File: src/rtl/ascon128a_pkg.sv
// Shared constants and types for the Ascon-128a stream loader.
// Latency: n/a (types and constants only).
// Backpressure: n/a.
package ascon128a_pkg;

   localparam int WORDS_PER_FIELD = 4;
   localparam int FIELD_W         = WORDS_PER_FIELD * 32;
   localparam int FRAME_WORDS     = 16;
   localparam int OUT_WORDS       = 8;

   typedef enum logic [1:0] {
      ST_LOAD   = 2'd0,
      ST_START  = 2'd1,
      ST_WAIT   = 2'd2,
      ST_UNLOAD = 2'd3
   } state_t;

   // Field order matches the word order on the input stream: the key
   // occupies the most significant bits, so stream word 0 lands in bits
   // [511:480].
   typedef struct packed {
      logic [FIELD_W-1:0] sk;
      logic [FIELD_W-1:0] n;
      logic [FIELD_W-1:0] a;
      logic [FIELD_W-1:0] p;
   } frame_t;

endpackage

File: src/rtl/ascon128a_word_loader.sv
// Purpose: assembles a 16-word key/nonce/AD/plaintext frame for the Ascon-128a
//          core, strobes it, waits CORE_LAT cycles, then streams out C and T as 8 words.
// Latency: word 15 accepted -> first out_valid after CORE_LAT+1 cycles; backpressure:
//          in_ready low from START until the last output word transfers; out_data held while stalled.
//
// Ports:
//   CLK, RST          clock, async active-low reset
//   in_data/valid/ready   32-bit input word stream
//   out_data/valid/ready  32-bit output word stream (C[127:96] first, T[31:0] last)
//   core_sk/n/a/p     assembled frame held on the core inputs
//   core_start        one-cycle strobe once the frame is complete
//   core_c/core_t     core results, sampled when the latency counter expires
//   busy              high except when idle in LOAD at word index 0
module ascon128a_word_loader
   import ascon128a_pkg::*;
#(
   parameter int CORE_LAT = 45,
   parameter int WORD_W   = 32
) (
   input  logic              CLK,
   input  logic              RST,
   input  logic [WORD_W-1:0] in_data,
   input  logic              in_valid,
   output logic              in_ready,
   output logic [WORD_W-1:0] out_data,
   output logic              out_valid,
   input  logic              out_ready,
   output logic [127:0]      core_sk,
   output logic [127:0]      core_n,
   output logic [127:0]      core_a,
   output logic [127:0]      core_p,
   output logic              core_start,
   input  logic [127:0]      core_c,
   input  logic [127:0]      core_t,
   output logic              busy
);

   state_t       state_q;
   state_t       state_d;
   logic [3:0]   in_idx_q;
   logic [7:0]   lat_cnt_q;
   logic [2:0]   out_idx_q;
   frame_t       frame_q;
   logic [255:0] ct_q;
   // Keeps in_ready low while reset is asserted and for the first edge
   // after release, so a word is never taken during reset.
   logic         rdy_en_q;

   logic         in_acc;
   logic         out_acc;

   assign in_acc  = in_valid & in_ready;
   assign out_acc = out_valid & out_ready;

   // ------------------------------------------------------------------
   // State register
   // ------------------------------------------------------------------
   always_ff @(posedge CLK or negedge RST) begin
      if (!RST) begin
         state_q <= ST_LOAD;
      end else begin
         state_q <= state_d;
      end
   end

   // ------------------------------------------------------------------
   // Next-state logic
   // ------------------------------------------------------------------
   always_comb begin
      state_d = state_q;
      case (state_q)
         ST_LOAD: begin
            if (in_acc && (in_idx_q == 4'(FRAME_WORDS - 1))) begin
               state_d = ST_START;
            end
         end
         ST_START: begin
            state_d = ST_WAIT;
         end
         ST_WAIT: begin
            if (lat_cnt_q == 8'd0) begin
               state_d = ST_UNLOAD;
            end
         end
         ST_UNLOAD: begin
            if (out_acc && (out_idx_q == 3'(OUT_WORDS - 1))) begin
               state_d = ST_LOAD;
            end
         end
         default: state_d = ST_LOAD;
      endcase
   end

   // ------------------------------------------------------------------
   // Output logic
   // ------------------------------------------------------------------
   always_comb begin
      in_ready   = 1'b0;
      out_valid  = 1'b0;
      core_start = 1'b0;
      out_data   = '0;
      busy       = !((state_q == ST_LOAD) && (in_idx_q == 4'd0));
      case (state_q)
         ST_LOAD:   in_ready = rdy_en_q;
         ST_START:  core_start = 1'b1;
         ST_UNLOAD: begin
            out_valid = 1'b1;
            // Index 0 selects bits [255:224] (C[127:96]); index 7 selects T[31:0].
            out_data  = ct_q[{~out_idx_q, 5'd0} +: WORD_W];
         end
         default: ;
      endcase
   end

   // ------------------------------------------------------------------
   // Datapath: frame slots, latency counter, result capture, out index
   // ------------------------------------------------------------------
   always_ff @(posedge CLK or negedge RST) begin
      if (!RST) begin
         rdy_en_q  <= 1'b0;
         in_idx_q  <= 4'd0;
         lat_cnt_q <= 8'd0;
         out_idx_q <= 3'd0;
         frame_q   <= '0;
         ct_q      <= '0;
      end else begin
         rdy_en_q <= 1'b1;
         case (state_q)
            ST_LOAD: begin
               if (in_acc) begin
                  // Word i goes to bits [511-32i -: 32]; ~idx gives 15-i.
                  frame_q[{~in_idx_q, 5'd0} +: WORD_W] <= in_data;
                  in_idx_q <= in_idx_q + 4'd1;  // wraps to 0 after word 15
               end
            end
            ST_START: begin
               lat_cnt_q <= 8'(CORE_LAT - 1);
            end
            ST_WAIT: begin
               if (lat_cnt_q == 8'd0) begin
                  ct_q      <= {core_c, core_t};
                  out_idx_q <= 3'd0;
               end else begin
                  lat_cnt_q <= lat_cnt_q - 8'd1;
               end
            end
            ST_UNLOAD: begin
               if (out_acc) begin
                  out_idx_q <= out_idx_q + 3'd1;  // wraps to 0 after word 7
               end
            end
            default: ;
         endcase
      end
   end

   assign core_sk = frame_q.sk;
   assign core_n  = frame_q.n;
   assign core_a  = frame_q.a;
   assign core_p  = frame_q.p;

endmodule

File: config.mk
export PLATFORM = sky130hd
export DESIGN_NAME = ascon128a_word_loader
export DESIGN_NICKNAME = d
export VERILOG_FILES = /design/src/rtl/ascon128a_pkg.sv /design/src/rtl/ascon128a_word_loader.sv
export SDC_FILE = /design/constraint.sdc
export NUM_CORES = 1
export LEC_CHECK = 0
export CORE_AREA = 2 2 323 325
export DETAILED_ROUTE_END_ITERATION = 6
export DIE_AREA = 0 0 325 327
export DONT_BUFFER_PORTS = 1
export PLACE_DENSITY = 0.42
export SYNTH_ARGS = -nofsm -noshare
export SYNTH_HDL_FRONTEND = slang
export SYNTH_SLANG_ARGS = --single-unit
File: constraint.sdc
create_clock -name CLK -period 4.3 [get_ports CLK]
set_clock_uncertainty 0.15 [all_clocks]
set_input_delay 0.86 -clock CLK [delete_from_list [all_inputs] [get_ports CLK]]
set_output_delay 0.86 -clock CLK [all_outputs]
set_load 0.02 [all_outputs]
==> flow_summary.json, run 1 <==
{
  "syn_avg_cell_area_um2": 12.24,
  "clkLatencyLatePin_ns": 0.66,
  "rsz0062_at_grt": "no",
  "cts_buffer_depth": 3,
  "vias_per_cell": 4.916,
  "slew_headroom_pct": 18.56,
  "port_buffers": 0,
  "slew_viol_final": 0,
  "crit-reg2reg-launch": "in_idx_q[0]",
  "drc": 0,
  "grt_first_pass_wirelength_mm": 161.9,
  "max_cap_viol_count": 0,
  "core-area_um2": 102900,
  "power.leakage_nw": 18.99,
  "antenna_found_initial": 19,
  "reg2regPathDepth": 6,
  "rows": 118,
  "synthAdderAreaFrac_pct": 0.4531,
  "placed_cells": 3942,
  "path_max_fanout": 67,
  "tns_ns": 0,
  "synth-seq-cells": 786,
  "gp_congestion": 0.8351,
  "nNetsFinal": 2966,
  "numCtsBuffers": 92,
  "grt.total_usage_pct": 20.88,
  "netlist_instances": 2708,
  "crit_required_ns": 3.29,
  "synth_top_family_by_area": "multiplexers",
  "synth-simple-area-share_pct": 13.01,
  "seqPwrFrac_pct": 45.6,
  "switching_share_pct": 22.44,
  "cts_post_setup_buffers_inserted": 0,
  "combPwrFrac_pct": 3.9,
  "worstHoldPathType": "in -> async",
  "yosys.area.top_type_share_pct": 59.35,
  "switching_power_w": 0.003762,
  "yosysTopAreaCell": "dfrtp_1",
  "die_w_um": 325,
  "r2r_slack_ns": 0.84,
  "synth-seq-area-share_pct": 59.35,
  "die_area_um2": 106300,
  "clk_pin_slew_ns": 0.06,
  "synth_compound_area_share_pct": 0.4757,
  "synth_mux_area_share_pct": 23.40,
  "synth_xor_area_share_pct": 0.3058,
  "cts.sinks": 786,
  "synth_area_leaders": "dfrtp_1, mux2_2, nand2_1",
  "antenna_left": 0,
  "overflow": 0,
  "utilization_pct": 36.97,
  "period_minus_slack_ns": 3.921,
  "die_y_um": 327,
  "end_kind": "output pin",
  "htreeDepth": 3,
  "clock_power_share_pct": 50.5,
  "postLayoutSetupSlackWorst_ns": 0.3788,
  "hpwl_mm": 79.75,
  "wirelength_mm": 112.7,
  "grt_pass1_vias": 21590,
  "max_slew.worst_pin.slew_ns": 1.222,
  "cp.arrival_ns": 2.91,
  "pre_cts_slack_ns": 0.8669,
  "areaGrowthSynthToFinish_pct": 14.81,
  "hold_viol": 0,
  "status": "completed",
  "vias": 20300,
  "synthFlopType": "dfrtp_1",
  "synthArstFlopShare_pct": 100.0,
  "synth_most_common_cell": "nand2_1",
  "start_util_pct": 32.20,
  "rr_endpoint": "core_p[92]",
  "ys_top_cells_by_count": "nand2_1, dfrtp_1, mux2_2, clkbuf_1, buf_2",
  "max-vdd-ir-drop_mv": 0.2741,
  "synth_fp_nets": 3012,
  "io_pins": 840,
  "period_share_pct": 91.19,
  "max_freq_mhz": 255.0,
  "crit_type": "reg -> out",
  "yosys_warnings": 0,
  "wl_per_cell_um": 27.28,
  "drt_pass1_iterations": 5,
  "setup_violations": 0,
  "cts_tree": "built",
  "synth_cell_types": 52,
  "grt_max_degree": 787,
  "drive_gt1_share_pct": 27.10,
  "dr.first_iter.drc_count": 1114,
  "syn_area_um2": 33140,
  "synth_edf_count": 0,
  "powerDensity_nw_per_um2": 440.7,
  "cp-start-kind": "flip-flop",
  "cts_root_buf": "clkbuf_16",
  "power.internal_w": 0.01301,
  "final_cells": 4129
}
power by group through the flow:
stage	registers [W]	logic (W)	clock network, W
after floorplan	0.00770	0.000479	0
after global placement	0.00778	0.000507	0
after detailed placement	0.00778	0.000513	0
after CTS	0.00765	0.000515	0.00870
after global routing	0.00766	0.000747	0.00904
final	0.00765	0.000660	0.00846
routing by layer:
layer	up-vias	track usage, %	part of all wire (%)
met5	-	0	0.088
met4	14	6.824	2.4
met3	156	7.981	9.2
met2	705	35.88	51
met1	10530	23.89	38
li1	8898	-	-
layout make-up:
class | count | area (um2)
diodes | 15 | 37.54
clock buffers | 129 | 2664
clock inverters | 37 | 616.8
fillers | 10120 | 64860
inverters | 40 | 150.1
multi-input cells | 1695 | 12600
flip-flops and latches | 786 | 19680
well taps | 1380 | 1727
repair buffers | 47 | 573.1
worst max path at each step:
stage,from,to,cells past startpoint
after detailed placement,in_idx_q[0],core_p[92],6
after global placement,in_idx_q[0],core_p[86],6
after CTS,out_idx_q[0],out_data[8],4
after global routing,out_idx_q[0],out_data[8],4
after floorplan,in_idx_q[0],core_p[10],10
final,out_idx_q[1],out_data[1],3
metrics by stage:
step	instance area (um2)	hold WS [ns]	total power, W
finish	38050	0.03765	0.01677
global route	38030	0.07631	0.01745
CTS	37870	-0.2991	0.01686
detailed placement	34590	0.3013	0.008294
global placement	34590	0.2933	0.008284
floorplan	33140	0.2834	0.008181
cells in the final DEF, fill, tap and decap left out, drive strengths merged, types with 2 or more instances in the layout:
master / n
o31ai: 2
mux4: 64
nand3b: 2
and3: 5
a21oi: 5
mux2i: 66
ha: 12
xor2: 4
o21ai: 7
bufinv: 15
nor2b: 37
nand4: 2
nand2: 831
and2: 64
clkinvlp: 2
a41o: 2
a21o: 3
xnor2: 5
nand3: 10
diode: 15
buf: 46
inv: 44
or3: 3
nor3: 6
dfrtp: 786
clkbuf: 129
nor4: 5
or4: 3
nor2: 59
nand2b: 3
clkinv: 16
mux2: 482
or2: 2
cell families (layout without fill, tap and decap cells):
family,after synthesis,count (layout)
simple gates,1037,1037
flops,786,786
mux,612,612
buf+inv,227,253
compound gates,24,24
fa+ha+maj,12,12
xor+xnor,9,9
other cells,1,16
critical path, stage by stage (launching register included):
cell	delay (ns)
dfrtp_4	1.11
mux4_2	0.43
mux2i_1	0.08
nor2b_1	0.50
sequential cells by signal, indices dropped and copies added (netlist names):
register / cells
core_a: 128
core_p: 128
out_idx_q: 3
core_sk: 128
in_idx_q: 4
lat_cnt_q: 8
ct_q: 256
state_q: 2
core_n: 128
rdy_en_q: 1
timing repair:
action,CTS,global route
gates resized for setup,0,0
endpoints found under the setup margin,0,0
endpoints found under the hold margin,786,38
Power figures use the tool's default switching activity.
==> run 2, diff against run 1 <==
- HOLD_SLACK_MARGIN: not set -> 0.08
==> run 2 against run 1 <==
  * Critical path depth unchanged
  * Setup slack got worse by 0.0073 ns
  * Hold slack improved by 0.039 ns
  * Total power about the same
  * Final area unchanged
  * Critical path type unchanged
  * Largest power group unchanged
  * Highest routed layer unchanged
==> flow_summary.json, run 2 (synthesis gave the netlist of run 1 again) <==
{
  "antenna_left": 0,
  "utilization_pct": 36.97,
  "clk_pin_slew_ns": 0.06,
  "die_w_um": 325,
  "wirelength_mm": 112.7,
  "hold_viol": 0,
  "port_buffers": 0,
  "drc": 0,
  "top_register": "ct_q",
  "crit_type": "reg -> out",
  "slew_headroom_pct": 18.17,
  "rows": 118,
  "cts_root_buf": "clkbuf_16",
  "cp-start-kind": "flip-flop",
  "worstHoldPathType": "in -> async",
  "final_cells": 4129,
  "cts_tree": "built",
  "gp_congestion": 0.8351,
  "dr.first_iter.drc_count": 1128,
  "seqPwrFrac_pct": 45.6,
  "grt.total_usage_pct": 20.88,
  "largest_reg_flops": 256,
  "wl_per_cell_um": 27.30,
  "path_max_fanout": 67,
  "post_cts_resized": 0,
  "combPwrFrac_pct": 3.9,
  "max-vdd-ir-drop_mv": 0.2735,
  "grt_first_pass_wirelength_mm": 161.9,
  "seq_area_um2": 19680,
  "powerDensity_nw_per_um2": 440.7,
  "numCtsBuffers": 92,
  "max_slew.worst_pin.slew_ns": 1.227,
  "nFillCells": 10120,
  "clock_power_share_pct": 50.5,
  "grt_pass1_vias": 21590,
  "placed_cells": 3942,
  "rsz0062_at_grt": "no",
  "io_pins": 840,
  "crit_required_ns": 3.29,
  "drt_pass1_iterations": 5,
  "start_util_pct": 32.20,
  "period_share_pct": 91.36,
  "nNetsFinal": 2966,
  "htreeDepth": 3,
  "multi_input_area_um2": 12600,
  "die_y_um": 327,
  "core-area_um2": 102900,
  "period_minus_slack_ns": 3.929,
  "cts.sinks": 786,
  "areaGrowthSynthToFinish_pct": 14.81,
  "die_area_um2": 106300,
  "r2r_slack_ns": 0.85,
  "vias": 20280,
  "final_common_cell": "nand2_1",
  "crit-reg2reg-launch": "in_idx_q[0]",
  "switching_share_pct": 22.43,
  "max_freq_mhz": 254.5,
  "clkLatencyLatePin_ns": 0.66,
  "layout_common_cells": "nand2_1, dfrtp_1, mux2_2",
  "drive_gt1_share_pct": 27.10,
  "max_cap_viol_count": 0,
  "power.leakage_nw": 18.99,
  "slew_viol_final": 0,
  "hpwl_mm": 79.75,
  "status": "completed",
  "cp.arrival_ns": 2.92,
  "vias_per_cell": 4.912,
  "cts_buffer_depth": 3,
  "power.internal_w": 0.01301,
  "reg2regPathDepth": 6,
  "rr_endpoint": "core_p[92]",
  "overflow": 0,
  "tns_ns": 0,
  "grt_max_degree": 787,
  "switching_power_w": 0.003760,
  "end_kind": "output pin",
  "setup_violations": 0,
  "cts_post_setup_buffers_inserted": 0,
  "antenna_found_initial": 19
}
## run 2: cell counts in the layout (fill, tap and decap cells not counted)
No cell type changed its count.
## run 2: routing by layer
metal	global-route usage, %	vias up	share of wire, %
met5	0	-	0.088
met4	6.824	14	2.5
met3	7.981	154	9.0
met2	35.88	673	51
met1	23.89	10550	38
li1	-	8890	-
## run 2: final cells by class
| type | count | share of cell area [%] |
|---|---|---|
| Antenna cell | 15 | 0.09866 |
| Clock buffer | 129 | 7.002 |
| Clock inverter | 37 | 1.621 |
| Inverter | 40 | 0.3946 |
| Multi-Input combinational cell | 1695 | 33.12 |
| Sequential cell | 786 | 51.72 |
| Tap cell | 1380 | 4.538 |
| Timing Repair Buffer | 47 | 1.506 |
## run 2: through the flow
| stage | power, W | area [um2] | hold slack [ns] | setup slack (ns) |
|---|---|---|---|---|
| after floorplan | 0.008181 | 33140 | 0.2834 | 1.343 |
| after global placement | 0.008284 | 34590 | 0.2933 | 0.9107 |
| after detailed placement | 0.008294 | 34590 | 0.3013 | 0.8669 |
| after CTS | 0.01686 | 37870 | -0.2991 | 0.2304 |
| after global routing | 0.01745 | 38030 | 0.1176 | 0.1203 |
| final | 0.01677 | 38050 | 0.07714 | 0.3714 |
## run 2: worst max-delay path by stage
stage,to,from,slack (ns)
6_report,out_data[1],out_idx_q[1],0.37
4_1_cts,out_data[8],out_idx_q[0],0.23
2_1_floorplan,core_p[10],in_idx_q[0],1.34
3_3_place_gp,core_p[86],in_idx_q[0],0.91
3_5_place_dp,core_p[92],in_idx_q[0],0.87
5_1_grt,out_data[8],out_idx_q[0],0.12
## run 2: power by group through the flow
stage          clock network [W]  registers, W  logic, W
3_3_place_gp                   0       0.00778  0.000507
6_report                 0.00846       0.00765  0.000661
3_5_place_dp                   0       0.00778  0.000513
4_1_cts                  0.00870       0.00765  0.000515
5_1_grt                  0.00904       0.00766  0.000748
2_1_floorplan                  0       0.00770  0.000479
## run 2: worst max-delay path: stages (launching register included)
cell and delay [ns]:
dfrtp_4 1.12, mux4_2 0.43, mux2i_1 0.08, nor2b_1 0.50
